<file path="src/rtl/booth_shreg_gen.sv">
// ---------------------------------------------------------------------------
// booth_shreg_gen
//
// Multi-mode shift register for the Booth multiplier datapath. Holds the
// accumulator/multiplier word. It supports parallel load, single-step shifts
// issued by the Booth controller, and multi-position shift commands. A
// multi-position command runs one bit per cycle under a start/busy/done
// handshake.
//
// Parameters:
//   WIDTH  register width in bits (>= 2)
//   SH_W   width of the shift-amount port
//
// Ports:
//   clk       rising-edge clock
//   rst       synchronous active-high reset
//   load      parallel load of data_in (also aborts a running command)
//   data_in   load value
//   mode      00 logical right, 01 arithmetic right, 10 logical left,
//             11 rotate right
//   fill_in   bit inserted by the logical modes
//   step      single one-position shift while idle
//   start     begin a multi-position shift of 'amount' positions
//   amount    shift count, captured at start
//   data_out  register contents
//   sh_out    bit shifted out by the most recent shift
//   busy      multi-position shift in progress
//   done      one-cycle pulse when a command completes
// ---------------------------------------------------------------------------
module booth_shreg_gen #(
   parameter int WIDTH = 16,
   parameter int SH_W  = 5
) (
   input  logic             clk,
   input  logic             rst,
   input  logic             load,
   input  logic [WIDTH-1:0] data_in,
   input  logic [1:0]       mode,
   input  logic             fill_in,
   input  logic             step,
   input  logic             start,
   input  logic [SH_W-1:0]  amount,
   output logic [WIDTH-1:0] data_out,
   output logic             sh_out,
   output logic             busy,
   output logic             done
);

   typedef enum logic {
      IDLE  = 1'b0,
      SHIFT = 1'b1
   } state_t;

   state_t            state, state_d;
   logic [WIDTH-1:0]  q, q_d;
   logic              sh_q, sh_d;
   logic              done_q, done_d;
   logic [SH_W-1:0]   cnt, cnt_d;
   logic [1:0]        mode_q, mode_q_d;

   logic [1:0]        sel_mode;
   logic [WIDTH:0]    shift_res;   // {bit shifted out, new register value}

   // One shift of v in mode m; the MSB of the result is the bit leaving v.
   function automatic logic [WIDTH:0] shift_once(
      input logic [WIDTH-1:0] v,
      input logic [1:0]       m,
      input logic             f
   );
      logic [WIDTH:0] r;
      case (m)
         2'b00:   r = {v[0],       f,          v[WIDTH-1:1]};
         2'b01:   r = {v[0],       v[WIDTH-1], v[WIDTH-1:1]};
         2'b10:   r = {v[WIDTH-1], v[WIDTH-2:0], f};
         default: r = {v[0],       v[0],       v[WIDTH-1:1]};
      endcase
      return r;
   endfunction

   // A running command uses the mode captured at start, so live mode
   // changes while busy have no effect.
   assign sel_mode  = (state == SHIFT) ? mode_q : mode;
   assign shift_res = shift_once(q, sel_mode, fill_in);

   always_comb begin
      // NOTE: every variable gets a default first so no path leaves it
      // unassigned, which would otherwise infer a latch.
      state_d  = state;
      q_d      = q;
      sh_d     = sh_q;
      done_d   = 1'b0;
      cnt_d    = cnt;
      mode_q_d = mode_q;

      if (load) begin
         // Load wins over everything but reset and aborts a running command
         // without a done pulse.
         q_d     = data_in;
         state_d = IDLE;
         cnt_d   = '0;
      end else begin
         case (state)
            IDLE: begin
               if (start) begin
                  if (amount == '0) begin
                     done_d = 1'b1;
                  end else begin
                     cnt_d    = amount;
                     mode_q_d = mode;
                     state_d  = SHIFT;
                  end
               end else if (step) begin
                  {sh_d, q_d} = shift_res;
               end
            end
            SHIFT: begin
               {sh_d, q_d} = shift_res;
               cnt_d       = cnt - 1'b1;
               if (cnt == SH_W'(1)) begin
                  state_d = IDLE;
                  done_d  = 1'b1;
               end
            end
            default: state_d = IDLE;
         endcase
      end
   end

   // NOTE: sequential state uses non-blocking assignments so every register
   // samples the pre-edge values regardless of statement order.
   always_ff @(posedge clk) begin
      if (rst) begin
         state  <= IDLE;
         q      <= '0;
         sh_q   <= 1'b0;
         done_q <= 1'b0;
         cnt    <= '0;
         mode_q <= 2'b00;
      end else begin
         state  <= state_d;
         q      <= q_d;
         sh_q   <= sh_d;
         done_q <= done_d;
         cnt    <= cnt_d;
         mode_q <= mode_q_d;
      end
   end

   // All outputs come straight from registers.
   assign data_out = q;
   assign sh_out   = sh_q;
   assign busy     = (state == SHIFT);
   assign done     = done_q;

endmodule

</file>
<file path="config.mk">
export PLATFORM = sky130hd
export DESIGN_NAME = booth_shreg_gen
export DESIGN_NICKNAME = d
export VERILOG_FILES = /design/src/rtl/booth_shreg_gen.sv
export SDC_FILE = /design/constraint.sdc
export NUM_CORES = 1
export LEC_CHECK = 0
export BUFFER_PORTS_ARGS = -buffer_cell sky130_fd_sc_hd__buf_2
export CAP_MARGIN = 15
export CORE_UTILIZATION = 35
export CTS_BUF_LIST = sky130_fd_sc_hd__clkbuf_4 sky130_fd_sc_hd__clkbuf_8
export DETAILED_ROUTE_END_ITERATION = 8
export HOLD_SLACK_MARGIN = 0.03
export SYNTH_ARGS = -nofsm -noshare
export SYNTH_HDL_FRONTEND = slang
export SYNTH_SLANG_ARGS = --single-unit
export TNS_END_PERCENT = 20
</file>
<file path="constraint.sdc">
create_clock -name clk -period 3 [get_ports clk]
set_input_delay 0.3 -clock clk [delete_from_list [all_inputs] [get_ports clk]]
set_output_delay 0.3 -clock clk [all_outputs]
set_load 0.03 [all_outputs]
</file>
==> flow_summary.toml, run 1 <==
[run_status]
status = "finished, final reports clean"

[cts]
cts.htree.levels = 1
clk_latency_ps = 280
cts_made_buffers = 3
cts-root-buf = "clkbuf_8"
clk_pin_slew_ps = 100
post_cts_buffers = 0
hold_buffers = 0
numClockSinks = 26
cts_resized = 0
cts_max_path_buffers = 2
tritoncts = "yes"

[die]
dieArea_um2 = 4574
die_w_um = 67.64
coreArea_um2 = 4058
start_util_pct = 37.16
row_count = 23
ios = 48
fp.dieH_um = 67.64

[place]
portBuffers = 47
place_ws_ps = 892.7
dp_hpwl_um = 2490
routabilityCongestion = 0.8555

[yosys]
ys_seq_elements = 26
syn_area_um2 = 1508
synth.avg_cell_area_um2 = 9.307
yosysSeqAreaShare_pct = 34.52
yosysTopAreaCellShare_pct = 34.52
syn_nets = 193
yosys_warnings = 0
synth_cell_types = 37
synthTopCellsByArea = "dfxtp_1, mux2i_1, or4b_1"
async_flop_share_pct = 0
synthFlopType = "dfxtp_1"
yosys.area.top_type = "dfxtp_1"
synthCells = 162
synth_edf_count = 0

[sta]
fmax_ghz = 0.4802
finalHoldViolCount = 0
setup_violations = 0
relSlewSlack_pct = 59.27
setup_tns_ps = 0
drv_slew = 0
finalCritPeriodShare_pct = 69.42
fin_worst_skew_ps = 9.703
worst_pin_slew_ps = 611.0
fin_crit_ps = 2083
rsz0062_at_grt = "no"
fin_ws_ps = 917.3

[layout]
final_nets = 233
final_util_pct = 44.56
final_common_cell = "buf_2"
drive_gt1_share_pct = 27.86
most-common-layout-cells = "buf_2, dfxtp_1, mux2i_1"
antenna_cells = 0
syn2layout_area_growth_pct = 19.92

[routing]
ant_nets = 0
wl_met2_um = 1617
routed_wirelength_um = 3594
wl_met3_um = 157
wl_met1_um = 1769
drc = 0
first_pass_iters = 4
vias_per_cell = 5.498
first_iter_violations = 107
top_layer_used = "met4"
vias = 1380
wire_per_inst_um = 14.32

[critical_path]
endpoint_kind = "flop"
reg2reg_from = "busy"
path_max_fanout = 19
worstPathRequired_ps = 3180
rrSetupSlack_ps = 920
critical_path_class = "reg -> reg"
crit_path_start_kind = "flop"
crit_arrival_ps = 2270
crit_path_start = "busy"

[global_routing]
grt_use_total_pct = 16.82
overflow = 0
grt_max_degree = 36
antenna_found_initial = 0
grt_pass1_vias = 1212
grt_pass1_wl_um = 5747

[worst_hold_path]
holdCritStartpoint = "mode[1]"
hold_class = "in -> reg"

[power]
p_sw_w = 0.0002451
max-vdd-ir-drop_mv = 0.1882
p_seq_share_pct = 45.4
switching_share_pct = 28.49
p_leak_nw = 0.8113
clkPwrFrac_pct = 34.2
p_int_w = 0.0006153
p_comb_share_pct = 20.4
power.density_nw_per_um2 = 475.9

[run]
max_cap_violations = 0
## Yosys cell counts (3+ instances only)
library cell	count
dfxtp_1	26
inv_1	7
clkbuf_1	8
a211oi_1	5
mux2i_1	21
o221ai_1	15
nor4_1	3
buf_6	3
or4b_1	15
nor2_1	5
nand2_1	18
a21oi_1	5
## final timing paths
kind	to	cells after the start
max	data_out[11]	3
min	mode_q[1]	3
min reg2reg	cnt[4]	2
max reg2reg	data_out[11]	3
## state kept, by name, indices dropped and copies added, names as in the netlist
signal	cells
sh_out	1
data_out	16
cnt	5
done	1
mode_q	2
busy	1
## worst max-delay path: stages (launching register included)
cell and delay, ps:
dfxtp_1 700, or2_1 530, nand2b_1 470, o221ai_1 290
## area by class of cell
type,count,area (µm²)
tap,50,62.56
sequential,26,520.5
clock inverter,1,30.03
fill,409,2250
timing repair buffer,48,242.7
multi-input combinational,116,884.6
inverter,7,26.28
clock buffer,3,41.29
## kinds of logic after synthesis
kind of cell,after synthesis,synth area share [%]
flip-flops,26,34.52
XOR/XNOR,1,0.5810
adder cells (fa/ha/maj),2,1.659
AND/OR/NAND/NOR,53,22.08
multiplexers,21,13.94
buffers and inverters,20,6.805
AO/OA/AOI/OAI,39,20.42
## through the flow
| stage | cell area (µm²) | total power [W] | cells | hold slack, ps |
|---|---|---|---|---|
| 2_1_floorplan | 1508 | 0.0005199 | 162 | 447.2 |
| 3_3_place_gp | 1737 | 0.0005734 | 247 | 497.4 |
| 3_5_place_dp | 1737 | 0.0005744 | 247 | 496.7 |
| 4_1_cts | 1808 | 0.0008642 | 251 | 314.2 |
| 5_1_grt | 1808 | 0.0009003 | 251 | 314.7 |
| 6_report | 1808 | 0.0008605 | 251 | 304.5 |
## power by group through the flow
stage	Sequential (W)	Clock, W	Combinational, W
2_1_floorplan	0.000423	0	0.0000970
3_3_place_gp	0.000399	0	0.000174
3_5_place_dp	0.000399	0	0.000175
4_1_cts	0.000391	0.000297	0.000176
5_1_grt	0.000396	0.000311	0.000193
6_report	0.000391	0.000295	0.000175
## metal layers
layer / GRT usage [%] / vias up
met4: 6.383 / 0
met3: 2.196 / 5
li1: - / 710
met1: 24.04 / 632
met5: 0 / -
met2: 25.25 / 33
Note: power is estimated with default switching activity, not from simulation.
==> run 2, diff against run 1 <==
==> constraint.sdc (replaced) <==
create_clock -name clk -period 2.2 [get_ports clk]
set_input_delay 0.22 -clock clk [delete_from_list [all_inputs] [get_ports clk]]
set_output_delay 0.22 -clock clk [all_outputs]
set_load 0.03 [all_outputs]
==> flow_summary.toml, run 2 (synthesized netlist as in run 1, its figures left out) <==
[run_status]
status = "finished, final reports clean"

[global_routing]
grt_use_total_pct = 16.80
met1_usage_pct = 24.55
antenna_found_initial = 0
overflow = 0
grt_pass1_wl_um = 5885
met3_usage_pct = 2.027
use_met2_pct = 25.37
grt_busiest_layer = "met2"
grt_pass1_vias = 1242
grt_max_degree = 35

[routing]
first_pass_iters = 4
vias_per_cell = 5.518
routed_wirelength_um = 3628
drc = 0
first_iter_violations = 79
ant_nets = 0
vias = 1407
wire_per_inst_um = 14.23

[layout]
drive_gt1_share_pct = 29.27
syn2layout_area_growth_pct = 21.91
final_nets = 237
antenna_cells = 0
largest_reg_flops = 16
most-common-layout-cells = "buf_2, dfxtp_1, mux2i_1"
final_common_cell = "buf_2"

[power]
p_leak_nw = 0.8305
p_int_w = 0.0008429
p_sw_w = 0.0003283
p_total_w = 0.001171
power.density_nw_per_um2 = 637.2
max-vdd-ir-drop_mv = 0.2720
p_comb_share_pct = 20.9
p_seq_share_pct = 45.3
clkPwrFrac_pct = 33.7
switching_share_pct = 28.03

[cts]
clk_pin_slew_ps = 100
cts_max_path_buffers = 2
numClockSinks = 26
tritoncts = "yes"
hold_buffers = 0
cts.htree.levels = 1
clk_latency_ps = 270
cts_made_buffers = 3
post_cts_buffers = 0
cts_resized = 0
cts-root-buf = "clkbuf_8"

[die]
die_w_um = 67.64
ios = 48
start_util_pct = 37.16
dieArea_um2 = 4574
fp.dieH_um = 67.64
coreArea_um2 = 4058
row_count = 23

[run]
max_cap_violations = 0

[sta]
fin_worst_skew_ps = 13.34
drv_slew = 0
rsz0062_at_grt = "no"
fin_crit_ps = 1582
worst_pin_slew_ps = 531.6
finalCritPeriodShare_pct = 71.92
finalHoldViolCount = 0
setup_violations = 0
setup_tns_ps = 0
relSlewSlack_pct = 64.56
fmax_ghz = 0.6320

[place]
routabilityCongestion = 0.7623
portBuffers = 47
dp_hpwl_um = 2505

[critical_path]
worstPathRequired_ps = 2400
crit_slowest_cell = "or4b_1"
critPathBufInv = 0
critical_path_class = "reg -> reg"
crit_arrival_ps = 1780
path_cells = "or2_1 -> or4b_1 -> o221ai_1"
rrSetupSlack_ps = 620
critical-path-max-stage-delay_ps = 550
endpoint_kind = "flop"
critical_path.top_delay_family = "simple AND/OR/NAND/NOR gates"
crit_path_start_kind = "flop"
path_max_fanout = 19

[worst_hold_path]
hold_class = "in -> reg"
==> run 2: layout make-up <==
type / count / area [µm²]
clock inverter: 1 / 30.03
timing repair buffer: 52 / 272.8
inverter: 7 / 26.28
tap: 50 / 62.56
clock buffer: 3 / 41.29
fill: 415 / 2220
multi-input combinational: 116 / 884.6
sequential: 26 / 520.5
==> run 2: stage by stage <==
stage	cell area, µm²	hold slack (ps)	util [%]	std cells	setup slack [ps]
floorplan	1508	367.2	-	162	391.7
global placement	1767	498.8	43.54	251	621.8
detailed placement	1767	503.7	43.54	251	627.2
CTS	1838	222.8	45.30	255	618.8
global route	1838	235.3	45.30	255	433.9
finish	1838	225.7	45.30	255	617.8
==> run 2: path summary, 6_finish.rpt <==
| kind | end | depth (start not counted) | start |
|---|---|---|---|
| max | data_out[9] | 3 | busy |
| min | mode_q[1] | 3 | mode[1] |
| max reg2reg | data_out[9] | 3 | busy |
| min reg2reg | cnt[4] | 2 | cnt[4] |
==> run 2: worst min-delay path: stages <==
cell	delay, ps
buf_2	110
mux2i_1	70
nor2_1	70
==> run 2: power groups by stage <==
stage	registers, W	clock network (W)	logic, W
floorplan	0.000577	0	0.000132
global placement	0.000543	0	0.000245
detailed placement	0.000542	0	0.000245
CTS	0.000531	0.000407	0.000246
global route	0.000537	0.000428	0.000270
finish	0.000531	0.000395	0.000245
==> run 2: metal layers <==
layer	part of all wire (%)	vias up	wire length, µm
li1	-	726	-
met1	51	644	1857
met2	44	35	1596
met3	4.1	2	150
met4	0.66	0	24
met5	0	-	0
